## src/rtl/btn_pkg.sv

```systemverilog
// Shared types and default timing for the button debouncer.
// Optional feature macro: BUTTON_LONG_PRESS_EN (long-press pulse output).
package btn_pkg;

  typedef enum logic [1:0] {
    IDLE         = 2'd0,
    PRESS_WAIT   = 2'd1,
    PRESSED      = 2'd2,
    RELEASE_WAIT = 2'd3
  } btn_state_t;

  localparam int DEF_NUM_BTN         = 4;
  localparam int DEF_DEBOUNCE_CYCLES = 1_000_000;
  localparam int DEF_LONG_CYCLES     = 50_000_000;

  // Counter width large enough to hold the larger of the two timing limits.
  function automatic int cnt_width(input int a, input int b);
    int m;
    m = (a > b) ? a : b;
    return $clog2(m + 1);
  endfunction

endpackage

```

## src/rtl/btn_debounce_channel.sv

```systemverilog
// One debounced button channel: 2-flop synchronizer, four-state FSM,
// saturating counter and registered pulse outputs.
// Optional feature macro: BUTTON_LONG_PRESS_EN (long-press counting in PRESSED).
module btn_debounce_channel
  import btn_pkg::*;
#(
  parameter int DEBOUNCE_CYCLES = DEF_DEBOUNCE_CYCLES,
  parameter int LONG_CYCLES     = DEF_LONG_CYCLES
) (
  input  logic clk,
  input  logic rst_n,
  input  logic btn_raw,
  output logic btn_level,
  output logic btn_press,
  output logic btn_release,
  output logic btn_long
);

  localparam int CW = cnt_width(DEBOUNCE_CYCLES, LONG_CYCLES);
  localparam logic [CW-1:0] DEB_LAST = CW'(DEBOUNCE_CYCLES - 1);
  localparam logic [CW-1:0] CNT_MAX  = {CW{1'b1}};
  localparam logic [CW-1:0] CNT_ONE  = CW'(1);
  localparam logic [CW-1:0] CNT_ZERO = {CW{1'b0}};
`ifdef BUTTON_LONG_PRESS_EN
  localparam logic [CW-1:0] LONG_MAX  = CW'(LONG_CYCLES);
  localparam logic [CW-1:0] LONG_LAST = CW'(LONG_CYCLES - 1);
`endif

  logic          r_sync1;
  logic          r_sync2;
  logic          w_sample;
  btn_state_t    r_state;
  logic [CW-1:0] r_cnt;
  logic          r_level;
  logic          r_press;
  logic          r_release;
`ifdef BUTTON_LONG_PRESS_EN
  logic          r_long;
  logic          r_long_done;
`endif

  assign w_sample = r_sync2;

  // Two-flop synchronizer bringing the asynchronous pad into the clk domain.
  always_ff @(posedge clk or negedge rst_n) begin
    if (!rst_n) begin
      r_sync1 <= 1'b0;
      r_sync2 <= 1'b0;
    end else begin
      r_sync1 <= btn_raw;
      r_sync2 <= r_sync1;
    end
  end

  // Debounce FSM with its counter and registered level/pulse outputs.
  always_ff @(posedge clk or negedge rst_n) begin
    if (!rst_n) begin
      r_state   <= IDLE;
      r_cnt     <= CNT_ZERO;
      r_level   <= 1'b0;
      r_press   <= 1'b0;
      r_release <= 1'b0;
`ifdef BUTTON_LONG_PRESS_EN
      r_long      <= 1'b0;
      r_long_done <= 1'b0;
`endif
    end else begin
      r_press   <= 1'b0;
      r_release <= 1'b0;
`ifdef BUTTON_LONG_PRESS_EN
      r_long    <= 1'b0;
`endif
      case (r_state)
        IDLE: begin
          if (w_sample) begin
            r_state <= PRESS_WAIT;
            r_cnt   <= CNT_ONE;
          end else begin
            r_cnt   <= CNT_ZERO;
          end
        end
        PRESS_WAIT: begin
          if (!w_sample) begin
            // Glitch: drop back without any pulse.
            r_state <= IDLE;
            r_cnt   <= CNT_ZERO;
          end else if (r_cnt == DEB_LAST) begin
            r_state <= PRESSED;
            r_cnt   <= CNT_ZERO;
            r_level <= 1'b1;
            r_press <= 1'b1;
          end else if (r_cnt != CNT_MAX) begin
            r_cnt   <= r_cnt + CNT_ONE;
          end
        end
        PRESSED: begin
          if (!w_sample) begin
            r_state <= RELEASE_WAIT;
            r_cnt   <= CNT_ONE;
          end else begin
`ifdef BUTTON_LONG_PRESS_EN
            // Count held cycles; saturate at the long-press threshold.
            if (r_cnt != LONG_MAX) begin
              r_cnt <= r_cnt + CNT_ONE;
            end
            if ((r_cnt == LONG_LAST) && !r_long_done) begin
              r_long      <= 1'b1;
              r_long_done <= 1'b1;
            end
`else
            r_cnt <= CNT_ZERO;
`endif
          end
        end
        RELEASE_WAIT: begin
          if (w_sample) begin
            // Release bounce: still pressed.
            r_state <= PRESSED;
            r_cnt   <= CNT_ZERO;
          end else if (r_cnt == DEB_LAST) begin
            r_state   <= IDLE;
            r_cnt     <= CNT_ZERO;
            r_level   <= 1'b0;
            r_release <= 1'b1;
`ifdef BUTTON_LONG_PRESS_EN
            r_long_done <= 1'b0;
`endif
          end else if (r_cnt != CNT_MAX) begin
            r_cnt     <= r_cnt + CNT_ONE;
          end
        end
        default: begin
          r_state <= IDLE;
          r_cnt   <= CNT_ZERO;
          r_level <= 1'b0;
        end
      endcase
    end
  end

  assign btn_level   = r_level;
  assign btn_press   = r_press;
  assign btn_release = r_release;
`ifdef BUTTON_LONG_PRESS_EN
  assign btn_long    = r_long;
`else
  assign btn_long    = 1'b0;
`endif

endmodule

```

## src/rtl/button_debouncer.sv

```systemverilog
// Multi-channel button debouncer: NUM_BTN independent debounce channels.
// Optional feature macro: BUTTON_LONG_PRESS_EN (per-channel long-press pulse).
module button_debouncer
  import btn_pkg::*;
#(
  parameter int NUM_BTN         = DEF_NUM_BTN,
  parameter int DEBOUNCE_CYCLES = DEF_DEBOUNCE_CYCLES,
  parameter int LONG_CYCLES     = DEF_LONG_CYCLES
) (
  input  logic               clk,
  input  logic               rst_n,
  input  logic [NUM_BTN-1:0] btn_raw,
  output logic [NUM_BTN-1:0] btn_level,
  output logic [NUM_BTN-1:0] btn_press,
  output logic [NUM_BTN-1:0] btn_release,
  output logic [NUM_BTN-1:0] btn_long
);

  for (genvar g = 0; g < NUM_BTN; g++) begin : g_ch
    btn_debounce_channel #(
      .DEBOUNCE_CYCLES(DEBOUNCE_CYCLES),
      .LONG_CYCLES    (LONG_CYCLES)
    ) u_ch (
      .clk        (clk),
      .rst_n      (rst_n),
      .btn_raw    (btn_raw[g]),
      .btn_level  (btn_level[g]),
      .btn_press  (btn_press[g]),
      .btn_release(btn_release[g]),
      .btn_long   (btn_long[g])
    );
  end

endmodule

```

## config.mk

```make
export PLATFORM = sky130hd
export DESIGN_NAME = button_debouncer
export DESIGN_NICKNAME = d
export VERILOG_FILES = /design/src/rtl/btn_pkg.sv /design/src/rtl/btn_debounce_channel.sv /design/src/rtl/button_debouncer.sv
export SDC_FILE = /design/constraint.sdc
export NUM_CORES = 1
export LEC_CHECK = 0
export CAP_MARGIN = 0
export CORE_ASPECT_RATIO = 0.75
export CORE_UTILIZATION = 26
export CTS_BUF_LIST = sky130_fd_sc_hd__clkbuf_4 sky130_fd_sc_hd__clkbuf_8 sky130_fd_sc_hd__clkbuf_16
export DETAILED_ROUTE_END_ITERATION = 8
export DONT_BUFFER_PORTS = 1
export GPL_TIMING_DRIVEN = 0
export PLACE_DENSITY_LB_ADDON = 0.1
export RECOVER_POWER = 50
export SLEW_MARGIN = 25
export SYNTH_ARGS = -nofsm -noshare
export SYNTH_HDL_FRONTEND = slang
export SYNTH_SLANG_ARGS = --single-unit
```

## constraint.sdc

```tcl
create_clock -name clk -period 4.8 [get_ports clk]
set_input_delay 0.72 -clock clk [delete_from_list [all_inputs] [get_ports clk]]
set_output_delay 0.72 -clock clk [all_outputs]
set_load 0.1 [all_outputs]
```

==> summary by stage <==
Detailed routing
The first-pass iteration count of the detailed router is 6. The number of DRC markers after the initial detailed-route iteration is 338. The aggregate routed wire length is ~17000 um.

The count of nets left with antenna violations once routing finished came out at 0. In the routed design, unresolved DRC markers number 0. After detailed routing, the average wire length per cell comes to 15.2 um. The detailed-route vias per instance is 4.98. The detailed-route via count is 5567.

CTS
CTS saw between 100 and 150 sinks. The root buffer cell chosen for the clock tree is sky130_fd_sc_hd__clkbuf_16. After clock tree synthesis, the setup repair step added 0 buffers. Clock-pin slew was measured on the worst setup and hold paths at approximately 0.060 ns.

The number of clock buffers added by TritonCTS is 17. Buffers inserted to repair hold after CTS numbered 1. The clock latency reported for the late side of the worst-skew pair is 0.43 ns. The clock tree from TritonCTS is done. The maximum buffer depth of the clock tree is 2. The number of gates given a new drive strength after cts is 0. CTS built an H-tree with a depth of 4.

Setup path
The slowest stage of the critical path is the sky130_fd_sc_hd__nor4b_1 cell. The most critical setup path has its endpoint at g_ch[3].u_ch.r_cnt[21]. Walking the worst path, the cells encountered are clkbuf_1 -> nor4b_1 -> nand4_1 -> nor4_1 -> or3_1 -> buf_2 -> buf_4 -> nor2_1. In this design, the stage delay of the slowest critical-path cell is slightly below 0.5 ns. The launch point of the worst path is g_ch[3].u_ch.r_cnt[8]. The worst setup path is of the reg -> reg kind.

Data on the critical path arrives at its endpoint at 2.84 ns. The critical path's top delay family is simple AND/OR/NAND/NOR gates. The category of the worst setup path capture point is a flip-flop. The combined buffer and inverter count along the critical path is 3. The logic depth of the worst register-to-register path is 8. The setup slack on the worst flop-to-flop path is 2.27 ns. Of all nets on the critical path, the largest fanout is 10. The data required time at the worst endpoint is between 5 and 6 ns. The worst register-to-register path ends at g_ch[3].u_ch.r_cnt[21]. STA classifies the critical path startpoint as a flip-flop.

The startpoint identified for the worst register-to-register timing path is g_ch[3].u_ch.r_cnt[8]. The cell depth of the worst setup path is 8.

STA
The count of pins over their slew limit is 0. Setup repair after global routing left no endpoint under its margin. The portion of the clock cycle consumed by the worst path in the final layout is 52.8%. Static timing analysis puts the maximum clock frequency at roughly 0.4 GHz. The smallest setup slack after layout is 2.27 ns.

For the final database, setup skew stands at 0.00892 ns. The final count of hold timing violations is 0. The worst max-slew margin expressed relative to the limit is between 30 and 40%. The clock period minus final worst setup slack is 2.53 ns.

At the pin with the least slew margin, the transition time is 0.943 ns. Setup violations remaining at the end of the flow were counted as 0. The setup TNS after final layout is 0 ns.

Synth
The library cell with the largest summed area after synthesis is sky130_fd_sc_hd__dfrtp_1. The proportion of register bits with asynchronous set or reset after synthesis is 100%. The average cell area after synthesis is 9.45 um2. After synthesis, the largest area contributor takes up 47.4% of total cell area. The count of unique library cells instantiated by Yosys is 61.

The main flop type after synthesis is sky130_fd_sc_hd__dfrtp_1. The combined area of all synthesized cells is ~0.007 mm2. Synthesis produced 738 cells. The number of enable flip-flop cells after synthesis is 0. The sequential cell area fraction in the yosys report is between 40% and 50%. Synthesis inferred 132 register bits.

After synthesis, the cell types taking the most area are sky130_fd_sc_hd__dfrtp_1, sky130_fd_sc_hd__xnor2_1, sky130_fd_sc_hd__nor2_1, sky130_fd_sc_hd__nand2_1, sky130_fd_sc_hd__a21oi_1. The number of warnings reported in the yosys synthesis log is 0.

Floorplan
In this run the horizontal extent of the chip is 191 um. In this run the standard cell core region covers around 0.026 mm2. Row generation in the floorplan step produced 51 rows. The starting utilization of the core area is 26.6%. The area enclosed by the die boundary is 0.0275 mm2. The height of the die is 144 um. For this design the top-level I/O count stands at 22.

Power
Registers are responsible for 44.5% of the overall power. The leakage power of the design is around 3.1 nW. Of the total power, the share spent switching nets is 22.7%.

Dividing total power by cell area gives a power density of 318 mW/mm2. The clock network power share is 52.4%. The internal power of the cells is 0.00197 W. VDD sags by at most ~0.00024 V. The share of power burned in combinational logic is between 3 and 4%.

The analysis attributes to net switching a power of 0.000578 W.

Placement
Timing analysis after detailed placement gives a worst setup slack of 2.28 ns. Routability-driven placement finished with a final weighted congestion of roughly 0.78. In this run the tool buffered the top-level ports with 0 buffer cells. The wire-length estimate of the detail-placed layout is between 10000 and 15000 um.

GRT
In the global route stage, overall resource usage came out at 13.3%. The met1 capacity usage during global routing is about 19%. The pin count of the biggest net entering global routing is 133. Global routing used about a fifth of the available met2 tracks. The global-route track usage on met3 is about 3.3%.

The initial antenna violation count was 0. The routing layer with the top usage in global route is met1. The via count of the first global-routing pass is between 5000 and 6000.

The overflow left after global routing is 0. The global-route wire length before repair is 28500 um.

Outcome
The run finished with clean final reports.

Finish
Leaving out fill and tap cells, the most frequent cell in the layout is sky130_fd_sc_hd__dfrtp_1. The total number of nets in the final design is 771. The layout-stage area growth over the synthesis result is 15.2%. In the final layout, the share of cells above drive strength 1 is 8.93%.

0 antenna diodes ended up in the layout. In the layout the commonest cells are sky130_fd_sc_hd__dfrtp_1, sky130_fd_sc_hd__nor2_1, sky130_fd_sc_hd__nand2_1.

Job
Across the run, the number of max-cap violations was 0.

Worst hold path
The worst min-delay path category is in -> async.
[layout make-up]
cell class	count	area, um2
clock inverter	11	135
fill	2730	18100
clock buffer	20	454
sequential	132	3300
buffer	41	239
multi-input combinational	554	3390
timing repair buffer	1	27.5
tap	344	430
inverter	14	52.6
[cells by family (layout without fill, tap and decap cells)]
family          count (synthesis)  in the layout  synth area share, %
other cells                     1              4               0.0538
compound gates                139            139                 12.7
buf+inv                        55             87                 4.18
flops                         132            132                 47.4
simple gates                  344            344                 26.9
mux                             5              5                0.808
xor+xnor                       58             58                 7.29
fa+ha+maj                       4              4                0.718
[cell usage after synthesis, drive strengths merged (18+ instances only)]
cell type and count:
or3 19, nand3 43, and4 20, dfrtp 132, a211oi 18, nand2 58, o21ai 31, and3 26
nor2 76, xnor2 42, a21oi 43, nand4 25, buf 28
[state kept, by name (all words and copies together), names as in the netlist, named ones only]
signal / cells
g_ch.u_ch.btn_release: 4
g_ch.u_ch.r_sync1: 4
g_ch.u_ch.btn_press: 4
g_ch.u_ch.r_state: 4
g_ch.u_ch.btn_level: 4
g_ch.u_ch.r_cnt: 104
g_ch.u_ch.r_sync2: 4
[power by group through the flow]
stage          Sequential [W]  Combinational [W]  Clock, W
5_1_grt               0.00114          0.0000915   0.00142
3_5_place_dp          0.00115          0.0000559         0
4_1_cts               0.00113          0.0000831   0.00138
3_3_place_gp          0.00115          0.0000556         0
6_report              0.00114          0.0000797   0.00134
2_1_floorplan         0.00115          0.0000451         0
[stage by stage]
stage	hold WS (ns)	std cells	area [um2]	utilization [%]	power, W
final	0.277	1117	8030	30.7	0.00255
after detailed placement	0.343	1085	7410	28.3	0.00121
after global placement	0.343	1085	7410	28.3	0.00121
after floorplan	0.331	741	6980	-	0.00120
after global routing	0.291	1117	8030	30.7	0.00265
after CTS	0.295	1117	8030	30.7	0.00260
[how the worst min path moves through the flow]
stage / endpoint / slack [ns] / cells past startpoint
after CTS: g_ch[0].u_ch.r_sync1 / 0.29 / 0
after detailed placement: g_ch[0].u_ch.r_sync2 / 0.34 / 0
final: g_ch[0].u_ch.r_cnt[18] / 0.28 / 1
after floorplan: g_ch[0].u_ch.r_sync2 / 0.33 / 0
after global placement: g_ch[0].u_ch.r_sync2 / 0.34 / 0
after global routing: g_ch[0].u_ch.r_sync1 / 0.29 / 0
[layer usage]
metal | routed length (um) | vias up
met1 | 9210 | 2746
li1 | - | 2738
met3 | 515 | 14
met5 | 0 | -
met4 | 182 | 0
met2 | 7120 | 69
No activity file was read; power rests on OpenSTA's default activity.
